File: src/rtl/calc_pkg.sv
// Shared types and constants for the decimal adder sequencer.
// Optional watchdog feature is enabled by defining CALC_TIMEOUT_EN.
package calc_pkg;

  typedef enum logic [2:0] {
    S_ENTRY_A,
    S_ENTRY_B,
    S_SUM,
    S_CONV,
    S_SHOW,
    S_ERR
  } state_t;

  localparam logic [1:0] DISP_A   = 2'd0;
  localparam logic [1:0] DISP_B   = 2'd1;
  localparam logic [1:0] DISP_RES = 2'd2;
  localparam logic [1:0] DISP_ERR = 2'd3;

  localparam int unsigned CALC_MAX_DIGITS = 3;

  // Display source selected while sitting in a given state
  function automatic logic [1:0] disp_of(input state_t s);
    case (s)
      S_ENTRY_A: disp_of = DISP_A;
      S_ENTRY_B: disp_of = DISP_B;
      S_ERR:     disp_of = DISP_ERR;
      default:   disp_of = DISP_RES;
    endcase
  endfunction

endpackage

File: src/rtl/module_acumulador_digitos.sv
// One decimal-entry operand: binary value register plus accepted-digit count.
// clear and load in the same cycle restarts the operand with that digit.
module module_acumulador_digitos
  import calc_pkg::*;
#(
  parameter int unsigned DATA_W     = 12,
  parameter int unsigned MAX_DIGITS = CALC_MAX_DIGITS
) (
  input  logic              clk,
  input  logic              rst,
  input  logic              load,
  input  logic              clear,
  input  logic [3:0]        digit,
  output logic [DATA_W-1:0] value
);

  localparam int unsigned CNT_W = $clog2(MAX_DIGITS + 1);

  logic [DATA_W-1:0]   r_value;
  logic [CNT_W-1:0]    r_cnt;
  logic [DATA_W-1:0]   w_base_val;
  logic [CNT_W-1:0]    w_base_cnt;
  logic                w_accept;
  logic [DATA_W+3:0]   w_prod;

  // Accept rule and value*10+digit, evaluated on the (possibly cleared) base
  always_comb begin
    w_base_val = clear ? '0 : r_value;
    w_base_cnt = clear ? '0 : r_cnt;
    w_accept   = load && (digit <= 4'd9) && (w_base_cnt < CNT_W'(MAX_DIGITS));
    w_prod     = ({4'b0000, w_base_val} * (DATA_W+4)'(10)) + {{DATA_W{1'b0}}, digit};
  end

  // Operand and digit-count registers
  always_ff @(posedge clk or posedge rst) begin
    if (rst) begin
      r_value <= '0;
      r_cnt   <= '0;
    end else if (w_accept) begin
      r_value <= w_prod[DATA_W-1:0];
      r_cnt   <= w_base_cnt + CNT_W'(1);
    end else begin
      r_value <= w_base_val;
      r_cnt   <= w_base_cnt;
    end
  end

  assign value = r_value;

endmodule

File: src/rtl/module_control_calc.sv
// Sequencer for the two-operand decimal adder: digit entry for A and B,
// adder start/wait, BCD conversion start/wait, display source steering.
// Define CALC_TIMEOUT_EN to add the per-wait watchdog and the S_ERR state.
module module_control_calc
  import calc_pkg::*;
#(
  parameter int unsigned DATA_W         = 12,
  parameter int unsigned MAX_DIGITS     = CALC_MAX_DIGITS,
  parameter int unsigned TIMEOUT_CYCLES = 1024
) (
  input  logic              clk,
  input  logic              rst,
  input  logic              digit_valid,
  input  logic [3:0]        digit,
  input  logic              next_btn,
  input  logic              suma_btn,
  input  logic              clear_btn,
  input  logic              sum_done,
  input  logic              conv_listo,
  output logic [DATA_W-1:0] first_num,
  output logic [DATA_W-1:0] second_num,
  output logic              sum_go,
  output logic              conv_go,
  output logic [1:0]        disp_sel,
  output logic              busy,
  output logic              error
);

  state_t     r_state;
  state_t     w_next;
  logic       w_clr;
  logic       w_load_a;
  logic       w_load_b;
  logic       r_sum_go;
  logic       r_conv_go;
  logic [1:0] r_disp_sel;
  logic       r_busy;

`ifdef CALC_TIMEOUT_EN
  localparam int unsigned WD_W = $clog2(TIMEOUT_CYCLES + 1);
  logic [WD_W-1:0] r_wd_cnt;
  logic            w_wd_exp;
  logic            r_error;
  assign w_wd_exp = (r_wd_cnt == WD_W'(TIMEOUT_CYCLES - 1));
`endif

  module_acumulador_digitos #(.DATA_W(DATA_W), .MAX_DIGITS(MAX_DIGITS)) u_acc_a (
    .clk(clk), .rst(rst), .load(w_load_a), .clear(w_clr), .digit(digit), .value(first_num)
  );

  module_acumulador_digitos #(.DATA_W(DATA_W), .MAX_DIGITS(MAX_DIGITS)) u_acc_b (
    .clk(clk), .rst(rst), .load(w_load_b), .clear(w_clr), .digit(digit), .value(second_num)
  );

  // State register
  always_ff @(posedge clk or posedge rst) begin
    if (rst) r_state <= S_ENTRY_A;
    else     r_state <= w_next;
  end

  // Next state and operand load/clear strobes; clear_btn overrides everything.
  // done/listo are masked while the go pulse is still high (the go cycle).
  always_comb begin
    w_next   = r_state;
    w_clr    = 1'b0;
    w_load_a = 1'b0;
    w_load_b = 1'b0;
    if (clear_btn) begin
      w_next = S_ENTRY_A;
      w_clr  = 1'b1;
    end else begin
      case (r_state)
        S_ENTRY_A: begin
          w_load_a = digit_valid;
          if (next_btn) w_next = S_ENTRY_B;
        end
        S_ENTRY_B: begin
          w_load_b = digit_valid;
          if (suma_btn) w_next = S_SUM;
        end
        S_SUM: begin
          if (sum_done && !r_sum_go) w_next = S_CONV;
`ifdef CALC_TIMEOUT_EN
          else if (w_wd_exp)         w_next = S_ERR;
`endif
        end
        S_CONV: begin
          if (conv_listo && !r_conv_go) w_next = S_SHOW;
`ifdef CALC_TIMEOUT_EN
          else if (w_wd_exp)            w_next = S_ERR;
`endif
        end
        S_SHOW: begin
          if (digit_valid) begin
            w_clr    = 1'b1;
            w_load_a = 1'b1;
            w_next   = S_ENTRY_A;
          end
        end
`ifdef CALC_TIMEOUT_EN
        S_ERR: begin
          if (suma_btn) w_next = S_SUM;
        end
`endif
        default: w_next = S_ENTRY_A;
      endcase
    end
  end

  // Registered outputs derived from the state being entered
  always_ff @(posedge clk or posedge rst) begin
    if (rst) begin
      r_sum_go   <= 1'b0;
      r_conv_go  <= 1'b0;
      r_disp_sel <= DISP_A;
      r_busy     <= 1'b0;
    end else begin
      r_sum_go   <= (w_next == S_SUM)  && (r_state != S_SUM);
      r_conv_go  <= (w_next == S_CONV) && (r_state != S_CONV);
      r_disp_sel <= disp_of(w_next);
      r_busy     <= (w_next == S_SUM) || (w_next == S_CONV);
    end
  end

`ifdef CALC_TIMEOUT_EN
  // Watchdog: cycles spent in the current SUM/CONV wait, restarted on entry
  always_ff @(posedge clk or posedge rst) begin
    if (rst) begin
      r_wd_cnt <= '0;
      r_error  <= 1'b0;
    end else begin
      if ((w_next == r_state) && ((r_state == S_SUM) || (r_state == S_CONV)))
        r_wd_cnt <= r_wd_cnt + WD_W'(1);
      else
        r_wd_cnt <= '0;
      r_error <= (w_next == S_ERR);
    end
  end
  assign error = r_error;
`else
  assign error = 1'b0;
`endif

  assign sum_go   = r_sum_go;
  assign conv_go  = r_conv_go;
  assign disp_sel = r_disp_sel;
  assign busy     = r_busy;

endmodule

File: config.mk
export PLATFORM = sky130hd
export DESIGN_NAME = module_control_calc
export DESIGN_NICKNAME = d
export VERILOG_FILES = /design/src/rtl/calc_pkg.sv /design/src/rtl/module_acumulador_digitos.sv /design/src/rtl/module_control_calc.sv
export SDC_FILE = /design/constraint.sdc
export NUM_CORES = 1
export LEC_CHECK = 0
export ABC_AREA = 0
export CAP_MARGIN = 5
export CORE_ASPECT_RATIO = 0.6
export CORE_UTILIZATION = 40
export DETAILED_ROUTE_END_ITERATION = 8
export PLACE_DENSITY = 0.72
export SLEW_MARGIN = 20
export SYNTH_ARGS = -nofsm -noshare
export SYNTH_HDL_FRONTEND = slang
export SYNTH_SLANG_ARGS = --single-unit
File: constraint.sdc
create_clock -name clk -period 4 [get_ports clk]
set_clock_uncertainty 0.05 [all_clocks]
set_input_delay 0.8 -clock clk [delete_from_list [all_inputs] [get_ports clk]]
set_output_delay 0.8 -clock clk [all_outputs]
set_load 0.005 [all_outputs]
==> metrics.yaml <==
timing:
  setup_slack_ps: 204
  final.min_clock_period_ps: 3800
  rsz0062_at_grt: "no"
  final_hold_viol_count: 0
  fin_crit_sh_pct: 94.9
  setup_violations: 0
  max_freq_mhz: 263
  slew_headroom_pct: 63.7
  slew_viol_final: 0
  tightest_slew_ps: 543
  holdWs_ps: 476
critical_path:
  ff2ff_setup_slack_ps: 620
  cp_slowest_cell: "clkdlybuf4s50_1"
  endpoint: "u_acc_b.value[11]"
  crit_path_end_kind: "register"
  path_common_cell: "ha_1"
  cp_max_fo: 14
  crit_path_max_incr_delay_ps: 490
  cp-start-kind: "primary input"
  worstPathArrival_ps: 3910
  crit_buf_inv: 2
  r2r_end: "u_acc_b.value[11]"
  worstSetupPathType: "primary input to register"
  r2r_start: "r_state[0]"
  critPathRequiredTime_ps: 4110
  worstSetupStartpoint: "digit_valid"
  rr_worst_depth: 12
  cp_num_cells: 13
  critical_path.cell_chain: "clkdlybuf4s50_1 -> and4bb_2 -> nor2_1 -> buf_4 -> and2_1 -> ha_1 -> ha_1 -> o21ai_0 -> o2111ai_1 -> nor4_4 -> nand4_1 -> xnor2_1 -> o21ai_1"
  critPathTopFamily: "simple AND/OR/NAND/NOR gates"
grt:
  antenna_found_initial: 0
  grt_max_degree: 37
  grt_pass1_wl_microns: 13300
  grt_use_total_pct: 20.9
  grt_pass1_vias: 2672
  overflow: 0
drt:
  dr_wl_met2_microns: 3050
  wl_microns: 7650
  via_count: 2681
  dr.pass1.iters: 4
  route.detailed.drc: 0
  ant_nets: 0
  wl_met1_microns: 4080
  wl_met3_microns: 489
  vias_per_cell: 5.26
  top_layer: "met4"
  wl_per_cell_microns: 15.0
  dr.first_iter.drc_count: 192
clocking:
  cts_tree: "yes"
  root_buffer: "clkbuf_16"
  htreeDepth: 2
  clock_sinks: 36
  clk_latency_ps: 280
  cts_made_buffers: 5
  clk_pin_slew_ps: 60
  cts_setup_buffers: 0
  cts_max_path_buffers: 2
final_layout:
  final_nets: 451
  antenna_cells: 0
  layout_commonest_cell: "clkdlybuf4s50_1"
  area_growth_pct: 26.4
  fin_area_sq_um: 3930
  n_fill_cell: 705
  postLayoutCoreUtil_pct: 53.2
  drive_gt1_share_pct: 16.7
  final_cell_mix: "clkdlybuf4s50_1 (40), dfrtp_1 (36), nand2_1 (32), ha_1 (32), buf_4 (32)"
synthesis:
  postSynth.asyncResetShare_pct: 100
  synth-adder-area-share_pct: 14.2
  syn_inst: 340
  ys_seq_elements: 36
  synth_edf_count: 0
  syn_avg_cell_area_sq_um: 9.14
  synthMuxAreaShare_pct: 0.846
  synth_nets: 386
  synthesis.area_sq_um: 3110
  ys_seq_area_share_pct: 29.0
  ys_warn_count: 0
  synth-xor-area-share_pct: 11.2
  synth_top_family_by_area: "simple AND/OR/NAND/NOR gates"
  synth-simple-area-share_pct: 23.3
  yosysUniqueCellTypes: 60
  dominantRegCellSynth: "dfrtp_1"
  synth_compound_area_share_pct: 16.3
die:
  die_y_microns: 70.3
  die-area_sq_um: 8130
  pin_count: 42
  start_util_pct: 42.1
  coreArea_sq_um: 7390
  chipWidth_microns: 116
  rows: 24
power_and_ir_drop:
  p_sw_mw: 0.251
  power_frac_seq_pct: 42.3
  power_density_nw_per_um2: 237
  p_clk_share_pct: 41.6
  power.total_mw: 0.931
  vdd_drop_max_v: 0.000216
  internal-power_mw: 0.679
  comb_power_share_pct: 16.1
  switching_share_pct: 27.0
  p_leak_nw: 1.80
place:
  place.gp.congestion: 0.845
  place_area_sq_um: 3780
  pre_cts_slack_ps: -106
  hpwl_microns: 6000
  io_buffers: 40
hold_path:
  hold_class: "register to register"
run_status:
  outcome: "finished, final reports clean"
flow_run:
  cap_viol_max_count: 0
## power by group through the flow
stage	registers [mW]	clock network (mW)	logic, mW
final	0.393	0.387	0.150
after global routing	0.395	0.412	0.168
after CTS	0.393	0.393	0.150
after detailed placement	0.400	0	0.149
after global placement	0.399	0	0.145
after floorplan	0.393	0	0.0913
## per-stage QoR
step / cells / setup TNS (ps)
5_1_grt: 510 / 0
2_1_floorplan: 340 / 0
3_5_place_dp: 502 / -372
4_1_cts: 510 / 0
6_report: 510 / 0
3_3_place_gp: 502 / -170
## worst min-delay path by stage
stage                                   end  cells after the start               from
after floorplan           u_acc_b.value[11]                      2  u_acc_b.value[11]
after global placement    u_acc_a.value[11]                      2  u_acc_a.value[11]
after detailed placement  u_acc_b.value[11]                      2  u_acc_b.value[11]
after CTS                 u_acc_b.value[11]                      2  u_acc_b.value[11]
after global routing      u_acc_b.value[11]                      2  u_acc_b.value[11]
final                     u_acc_b.value[11]                      2  u_acc_b.value[11]
## kinds of logic (layout without fill, tap and decap cells)
family,count (synthesis),count (layout)
AOI/OAI and AO/OA,69,69
xor gates and xnor gates,38,38
adders and majority gates,34,34
buffers and inverters,29,95
DFF,36,36
muxes,2,2
other,1,1
and+or+nand+nor,131,131
## layer usage
layer	vias to the layer above	GRT usage [%]
li1	1334	-
met1	1257	33.0
met2	84	29.7
met3	6	4.08
met4	0	2.56
met5	-	0
## worst reg2reg max path: stages (launching register included)
cell	delay, ps
dfrtp_1	490
and4bb_2	350
nor2_1	50
buf_4	190
and2_1	190
ha_1	300
ha_1	410
o21ai_0	290
o2111ai_1	230
nor4_4	260
nand4_1	200
xnor2_1	180
o21ai_1	70
## synthesized netlist by cell type (all sizes together), types with 7 or more instances
cell type,number,area share [%]
o21ai,32,6.1
and3,7,1.4
nor2,26,3.1
and2,20,4.0
dfrtp,36,29
xnor2,23,6.7
nand3,16,2.7
ha,32,13
xor2,15,4.5
nand2,32,3.9
inv,15,1.8
buf,10,2.7
## final cells by class
type / count / area, sq um / share of cell area (%)
Clock inverter: 3 / 18.8 / 0.478
Timing Repair Buffer: 72 / 641 / 16.3
Sequential cell: 36 / 901 / 22.9
Multi-Input combinational cell: 275 / 2050 / 52.3
Tap cell: 104 / 130 / 3.31
Clock buffer: 5 / 125 / 3.19
Inverter: 15 / 56.3 / 1.43
## registers in the layout, indices dropped and copies added, names as in the netlist
name	count
sum_go	1
u_acc_b.value	12
u_acc_b.r_cnt	2
disp_sel	2
r_state	3
busy	1
u_acc_a.value	12
conv_go	1
u_acc_a.r_cnt	2
## timing repair
action,4_1_cts,5_1_grt
gates resized for setup,0,1
hold buffers,0,0
setup endpoints to repair,0,1
Power figures use the tool's default switching activity.
